`src/rtl/pl_hazard_ctrl.sv`:
```
// Pipeline control for the 5-stage MIPS core: stalls, bubbles, flushes,
// operand forwarding, post-reset fill, debug halt/drain and event counters.
module pl_hazard_ctrl #(
    parameter int INIT_CYCLES = 3,
    parameter int DELAY_SLOT  = 1,
    parameter int CW          = 16
) (
    input  logic          clk,
    input  logic          clrn,
    input  logic [4:0]    drs,
    input  logic [4:0]    drt,
    input  logic          d_use_rs,
    input  logic          d_use_rt,
    input  logic          d_branch_taken,
    input  logic [4:0]    ern,
    input  logic          ewreg,
    input  logic          em2reg,
    input  logic [4:0]    mrn,
    input  logic          mwreg,
    input  logic          mm2reg,
    input  logic          halt_req,
    output logic          wpc,
    output logic          wir,
    output logic          dbubble,
    output logic          iflush,
    output logic [1:0]    fwda,
    output logic [1:0]    fwdb,
    output logic          halted,
    output logic [CW-1:0] stall_cnt,
    output logic [CW-1:0] flush_cnt
);

    typedef enum logic [1:0] {
        S_INIT   = 2'd0,
        S_RUN    = 2'd1,
        S_DRAIN  = 2'd2,
        S_HALTED = 2'd3
    } state_t;

    localparam logic [3:0] INIT_LOAD = 4'(INIT_CYCLES - 1);
    localparam logic [1:0] DRAIN_LOAD = 2'd2;
    localparam bit FLUSH_EN = (DELAY_SLOT == 0);

    state_t        r_state;
    state_t        w_state_nx;
    logic [3:0]    r_init_cnt;
    logic [3:0]    w_init_cnt_nx;
    logic [1:0]    r_drain_cnt;
    logic [1:0]    w_drain_cnt_nx;
    logic [CW-1:0] r_stall_cnt;
    logic [CW-1:0] r_flush_cnt;

    logic w_lu;
    logic w_stall_ev;
    logic w_flush_ev;

    // EX results win over MEM; a load still in EX can never be forwarded.
    function automatic logic [1:0] fwd_sel(
        input logic [4:0] r,
        input logic [4:0] e_rn,
        input logic       e_wreg,
        input logic       e_m2reg,
        input logic [4:0] m_rn,
        input logic       m_wreg,
        input logic       m_m2reg
    );
        logic hit_e;
        logic hit_m;
        hit_e = e_wreg && (e_rn != 5'd0) && (e_rn == r);
        hit_m = m_wreg && (m_rn != 5'd0) && (m_rn == r);
        if (hit_e && !e_m2reg)
            return 2'd1;
        else if (hit_m && !m_m2reg)
            return 2'd2;
        else if (hit_m && m_m2reg)
            return 2'd3;
        else
            return 2'd0;
    endfunction

    always_comb begin
        fwda = fwd_sel(drs, ern, ewreg, em2reg, mrn, mwreg, mm2reg);
        fwdb = fwd_sel(drt, ern, ewreg, em2reg, mrn, mwreg, mm2reg);
    end

    always_comb begin
        w_lu = ewreg && em2reg && (ern != 5'd0) &&
               ((d_use_rs && (ern == drs)) ||
                (d_use_rt && (ern == drt)));
    end

    always_comb begin
        w_state_nx     = r_state;
        w_init_cnt_nx  = r_init_cnt;
        w_drain_cnt_nx = r_drain_cnt;
        wpc            = 1'b0;
        wir            = 1'b0;
        dbubble        = 1'b1;
        iflush         = 1'b0;
        halted         = 1'b0;
        w_stall_ev     = 1'b0;
        w_flush_ev     = 1'b0;
        unique case (r_state)
            S_INIT: begin
                if (r_init_cnt == 4'd0)
                    w_state_nx = S_RUN;
                else
                    w_init_cnt_nx = r_init_cnt - 4'd1;
            end
            S_RUN: begin
                if (w_lu) begin
                    w_stall_ev = 1'b1;
                end else begin
                    wpc        = 1'b1;
                    wir        = 1'b1;
                    dbubble    = 1'b0;
                    iflush     = d_branch_taken && FLUSH_EN;
                    w_flush_ev = iflush;
                end
                if (halt_req) begin
                    w_state_nx     = S_DRAIN;
                    w_drain_cnt_nx = DRAIN_LOAD;
                end
            end
            // Three bubble cycles empty EX, MEM and WB.
            S_DRAIN: begin
                if (r_drain_cnt == 2'd0)
                    w_state_nx = S_HALTED;
                else
                    w_drain_cnt_nx = r_drain_cnt - 2'd1;
            end
            S_HALTED: begin
                halted = 1'b1;
                if (!halt_req)
                    w_state_nx = S_RUN;
            end
            default: begin
                w_state_nx = S_INIT;
            end
        endcase
    end

    always_ff @(posedge clk or negedge clrn) begin
        if (!clrn) begin
            r_state     <= S_INIT;
            r_init_cnt  <= INIT_LOAD;
            r_drain_cnt <= 2'd0;
        end else begin
            r_state     <= w_state_nx;
            r_init_cnt  <= w_init_cnt_nx;
            r_drain_cnt <= w_drain_cnt_nx;
        end
    end

    // Saturating counters: stick at all-ones instead of wrapping.
    always_ff @(posedge clk or negedge clrn) begin
        if (!clrn) begin
            r_stall_cnt <= '0;
            r_flush_cnt <= '0;
        end else begin
            if (w_stall_ev && (r_stall_cnt != '1))
                r_stall_cnt <= r_stall_cnt + 1'b1;
            if (w_flush_ev && (r_flush_cnt != '1))
                r_flush_cnt <= r_flush_cnt + 1'b1;
        end
    end

    assign stall_cnt = r_stall_cnt;
    assign flush_cnt = r_flush_cnt;

endmodule

```
`config.mk`:
```
export PLATFORM = sky130hd
export DESIGN_NAME = pl_hazard_ctrl
export DESIGN_NICKNAME = d
export VERILOG_FILES = /design/src/rtl/pl_hazard_ctrl.sv
export SDC_FILE = /design/constraint.sdc
export NUM_CORES = 1
export LEC_CHECK = 0
export ABC_CLOCK_PERIOD_IN_PS = 2730
export CAP_MARGIN = 5
export CORE_ASPECT_RATIO = 1.5
export CORE_UTILIZATION = 43
export DETAILED_ROUTE_END_ITERATION = 8
export GPL_TIMING_DRIVEN = 0
export HOLD_SLACK_MARGIN = 0.02
export PLACE_DENSITY = 0.8
export RECOVER_POWER = 25
export SYNTH_ARGS = -nofsm -noshare
export SYNTH_HDL_FRONTEND = slang
export SYNTH_SLANG_ARGS = --single-unit
export TNS_END_PERCENT = 5
```
`constraint.sdc`:
```
create_clock -name clk -period 2.73 [get_ports clk]
set_clock_uncertainty 0.1 [all_clocks]
set_input_delay 0.546 -clock clk [delete_from_list [all_inputs] [get_ports clk]]
set_output_delay 0.546 -clock clk [all_outputs]
set_load 0.01 [all_outputs]
```
==> metrics.md <==
| Metric | Value |
|---|---|
| Status | `complete, no violations` |
| CTS Buf Count | `3` |
| Distinct cell type count after synthesis | `36` |
| Crit-path max FO | `3` |
| #FFs+latches synth | `24` |
| DR WL/cell | `roughly 13 µm` |
| CP delay by family, top | `buffers and inverters` |
| Final Cell Area | `2500 µm²` |
| Max clock buf depth | `2` |
| DP Worst Slack | `-0.966 ns` |
| Core area | `just under 4000 µm²` |
| Register area | `roughly 600 µm²` |
| Die Span Y | `approximately 80 µm` |
| Die W | `~54 µm` |
| RSZ-0062 raised after global routing | `yes` |
| Final WS setup | `0.0182 ns` |
| Slew @ Worst Pin | `approximately 1.1 ns` |
| Post-Synthesis Cell Area | `about 1700 µm²` |
| Fin. Hold Viols | `0` |
| Main synth FF type | `dfrtp_1` |
| Critical path type | `in -> out` |
| Worst VDD drop | `between 0.5 and 0.6 mV` |
| Drt pass-1 iters | `4` |
| Io pins | `between 70 and 80` |
| Maximum clock frequency | `approximately 370 MHz` |
| Max_slew headroom | `28.5%` |
| DIE AREA | `4320 µm²` |
| Pin count of the biggest net entering global routing | `25` |
| Post-synthesis cell count | `191` |
| Initial antenna violation count | `0` |
| Placer Congestion | `between 0.8 and 0.9` |
| Placed cell area | `2380 µm²` |
| Drt drc | `0` |
| Slowest CP cell | `o31a_1` |
| All-layer global routing usage | `21.0%` |
| Antenna Cells | `0` |
| Pwr/cell area | `about 450 nW/µm²` |
| Worst-path cell chain | `clkdlybuf4s15_2, xnor2_1, nand3_1, nor3_2, buf_4, a22oi_2, o31a_1, buf_4, inv_1, buf_2` |
| Grt ovf | `0` |
| Slew Limit Fails | `0` |
| Final Cycle Share | `99.3%` |
| Layout cells sized above 1 | `between 20% and 30%` |
| Mapped Avg Cell Area | `9.13 µm²` |
| Post-synth EDFFs | `0` |
| Hold WS | `0.372 ns` |
| Iter 0 DRT Violations | `22` |
| Final Util | `63.8%` |
| Worst-skew pair later-pin latency | `around 0.27 ns` |
| Final-report setup violation count | `0` |
| Initial Utilization | `44.5%` |
| Number of port buffers | `52` |
| Worst min path class | `reg -> reg` |
| Crit path largest cell delay | `0.34 ns` |
| Clk Tree Root Cell | `clkbuf_8` |
| H-tree levels | `1` |
| # fillers | `~340` |
| CP Data Arrival Time | `just over 2 ns` |
| Fin nets | `313` |
| Cts hold-fix bufs | `0` |
| Overall power | `between 1000 and 1500 µW` |
| Antenna Nets Post-Route | `0` |
| Final worst path period need | `2.71 ns` |
| Most frequent cells in the layout | `buf_4, clkdlybuf4s50_1, dfrtp_1, xor2_1, nand2_1` |
| Total Routed Length | `~4000 µm` |
| Crit end category | `output port` |
| Area grow syn2layout | `43.6%` |
| Async set-reset flop share out of synthesis | `between 90% and 100%` |
| Vias in the first global route | `around 1600` |
| Row count | `28` |
| Sink Count | `24` |
| Sequential area share after synthesis | `between 30 and 40%` |
| Cell mode on critical path | `buf_4` |
| Bufs and invs on worst path | `5` |
| LEAKAGE | `0.00125 µW` |
| First-pass GRT wire length | `6480 µm` |
| Commonest non-fill, non-tap cell in the layout | `buf_4` |
| Max capacitance violation total | `0` |
| Vias per inst | `about 5` |
| Worst EP required | `roughly 2.1 ns` |
| Clock-pin slew on the worst setup and hold paths | `0.08 ns` |
| CTS tree | `done` |
| Vias | `approximately 1600` |
| Hpwl dp | `between 3000 and 4000 µm` |
| Yosys Warn Count | `0` |
| Multi-input gate area | `approximately 1100 µm²` |
| Setup crit start kind | `input pin` |
[logic make-up (layout without fill, tap and decap cells)]
kind of cell	count (synthesis)	count (layout)	share of synthesized area [%]
mux	2	2	1.22
buf+inv	30	96	10.4
compound gates	16	16	6.39
flops	24	24	34.5
simple gates	72	72	22.2
xor+xnor	37	37	18.6
fa+ha+maj	9	9	6.46
other cells	1	17	0.215
[repair_timing]
item / 4_1_cts / 5_1_grt
resized for setup: 50 / 28
pin swaps: 6 / 15
setup buffers: 10 / 1
endpoints found under the setup margin: 7 / 7
[routing by layer]
layer	up-vias	wire length (µm)	GRT usage, %
li1	793	-	-
met1	728	1400	17.9
met2	63	2200	40.5
met3	12	304	6.10
met4	0	140	10.8
met5	-	0	0
[power breakdown]
| part | internal [µW] | switching [µW] |
|---|---|---|
| sequential | 388 | 29.0 |
| clock | 129 | 115 |
| combinational | 231 | 240 |
[synthesized netlist by cell type (2+ instances only)]
cell | number | area, µm²
dfrtp_1 | 23 | 576
xor2_1 | 22 | 193
nand2_1 | 19 | 71.3
buf_4 | 18 | 135
xnor2_1 | 15 | 131
inv_1 | 10 | 37.5
nor4_1 | 10 | 62.6
ha_1 | 9 | 113
nor2_1 | 9 | 33.8
nor3_1 | 9 | 45.0
nand3_1 | 7 | 35.0
nand4_1 | 5 | 31.3
o21ai_0 | 4 | 20.0
or4_1 | 4 | 30.0
and2_1 | 3 | 18.8
a21oi_1 | 2 | 10.0
o31a_1 | 2 | 17.5
or3_1 | 2 | 12.5
[worst paths after layout]
kind / from / end / slack, ns / depth (start not counted)
worst max-delay path: ern[1] / dbubble / 0.02 / 10
max in group asynchronous: clrn / r_drain_cnt[0] / 1.08 / 1
worst min register to register: r_init_cnt[3] / r_init_cnt[3] / 0.37 / 1
min in group asynchronous: clrn / r_init_cnt[0] / 0.81 / 1
worst min-delay path: r_init_cnt[3] / r_init_cnt[3] / 0.37 / 1
worst max register to register: r_state[1] / stall_cnt[14] / 0.48 / 6
[sequential cells by signal, summed over array words and instances (netlist names)]
name	flops
r_drain_cnt	2
r_init_cnt	4
r_state	2
stall_cnt	16
[worst reg2reg max path: stages (launching register included)]
cell and delay [ns]:
dfrtp_1 0.41, inv_1 0.12, ha_1 0.28, nand2_1 0.23
or4_1 0.55, or3_1 0.33, xnor2_1 0.13
[final cells by class]
type	count	share of cell area (%)
buffer	19	5.94
clock buffer	4	2.20
inverter	10	1.50
multi-input combinational	153	42.7
sequential	24	24.0
tap	45	2.25
timing repair buffer	63	21.4
[metrics by stage]
| stage | TNS [ns] | cells |
|---|---|---|
| finish | 0 | 318 |
| global route | -0.0557 | 318 |
| CTS | -0.0358 | 317 |
| detailed placement | -6.30 | 304 |
| global placement | -6.38 | 304 |
| floorplan | 0 | 207 |
No activity file was read; power rests on OpenSTA's default activity.
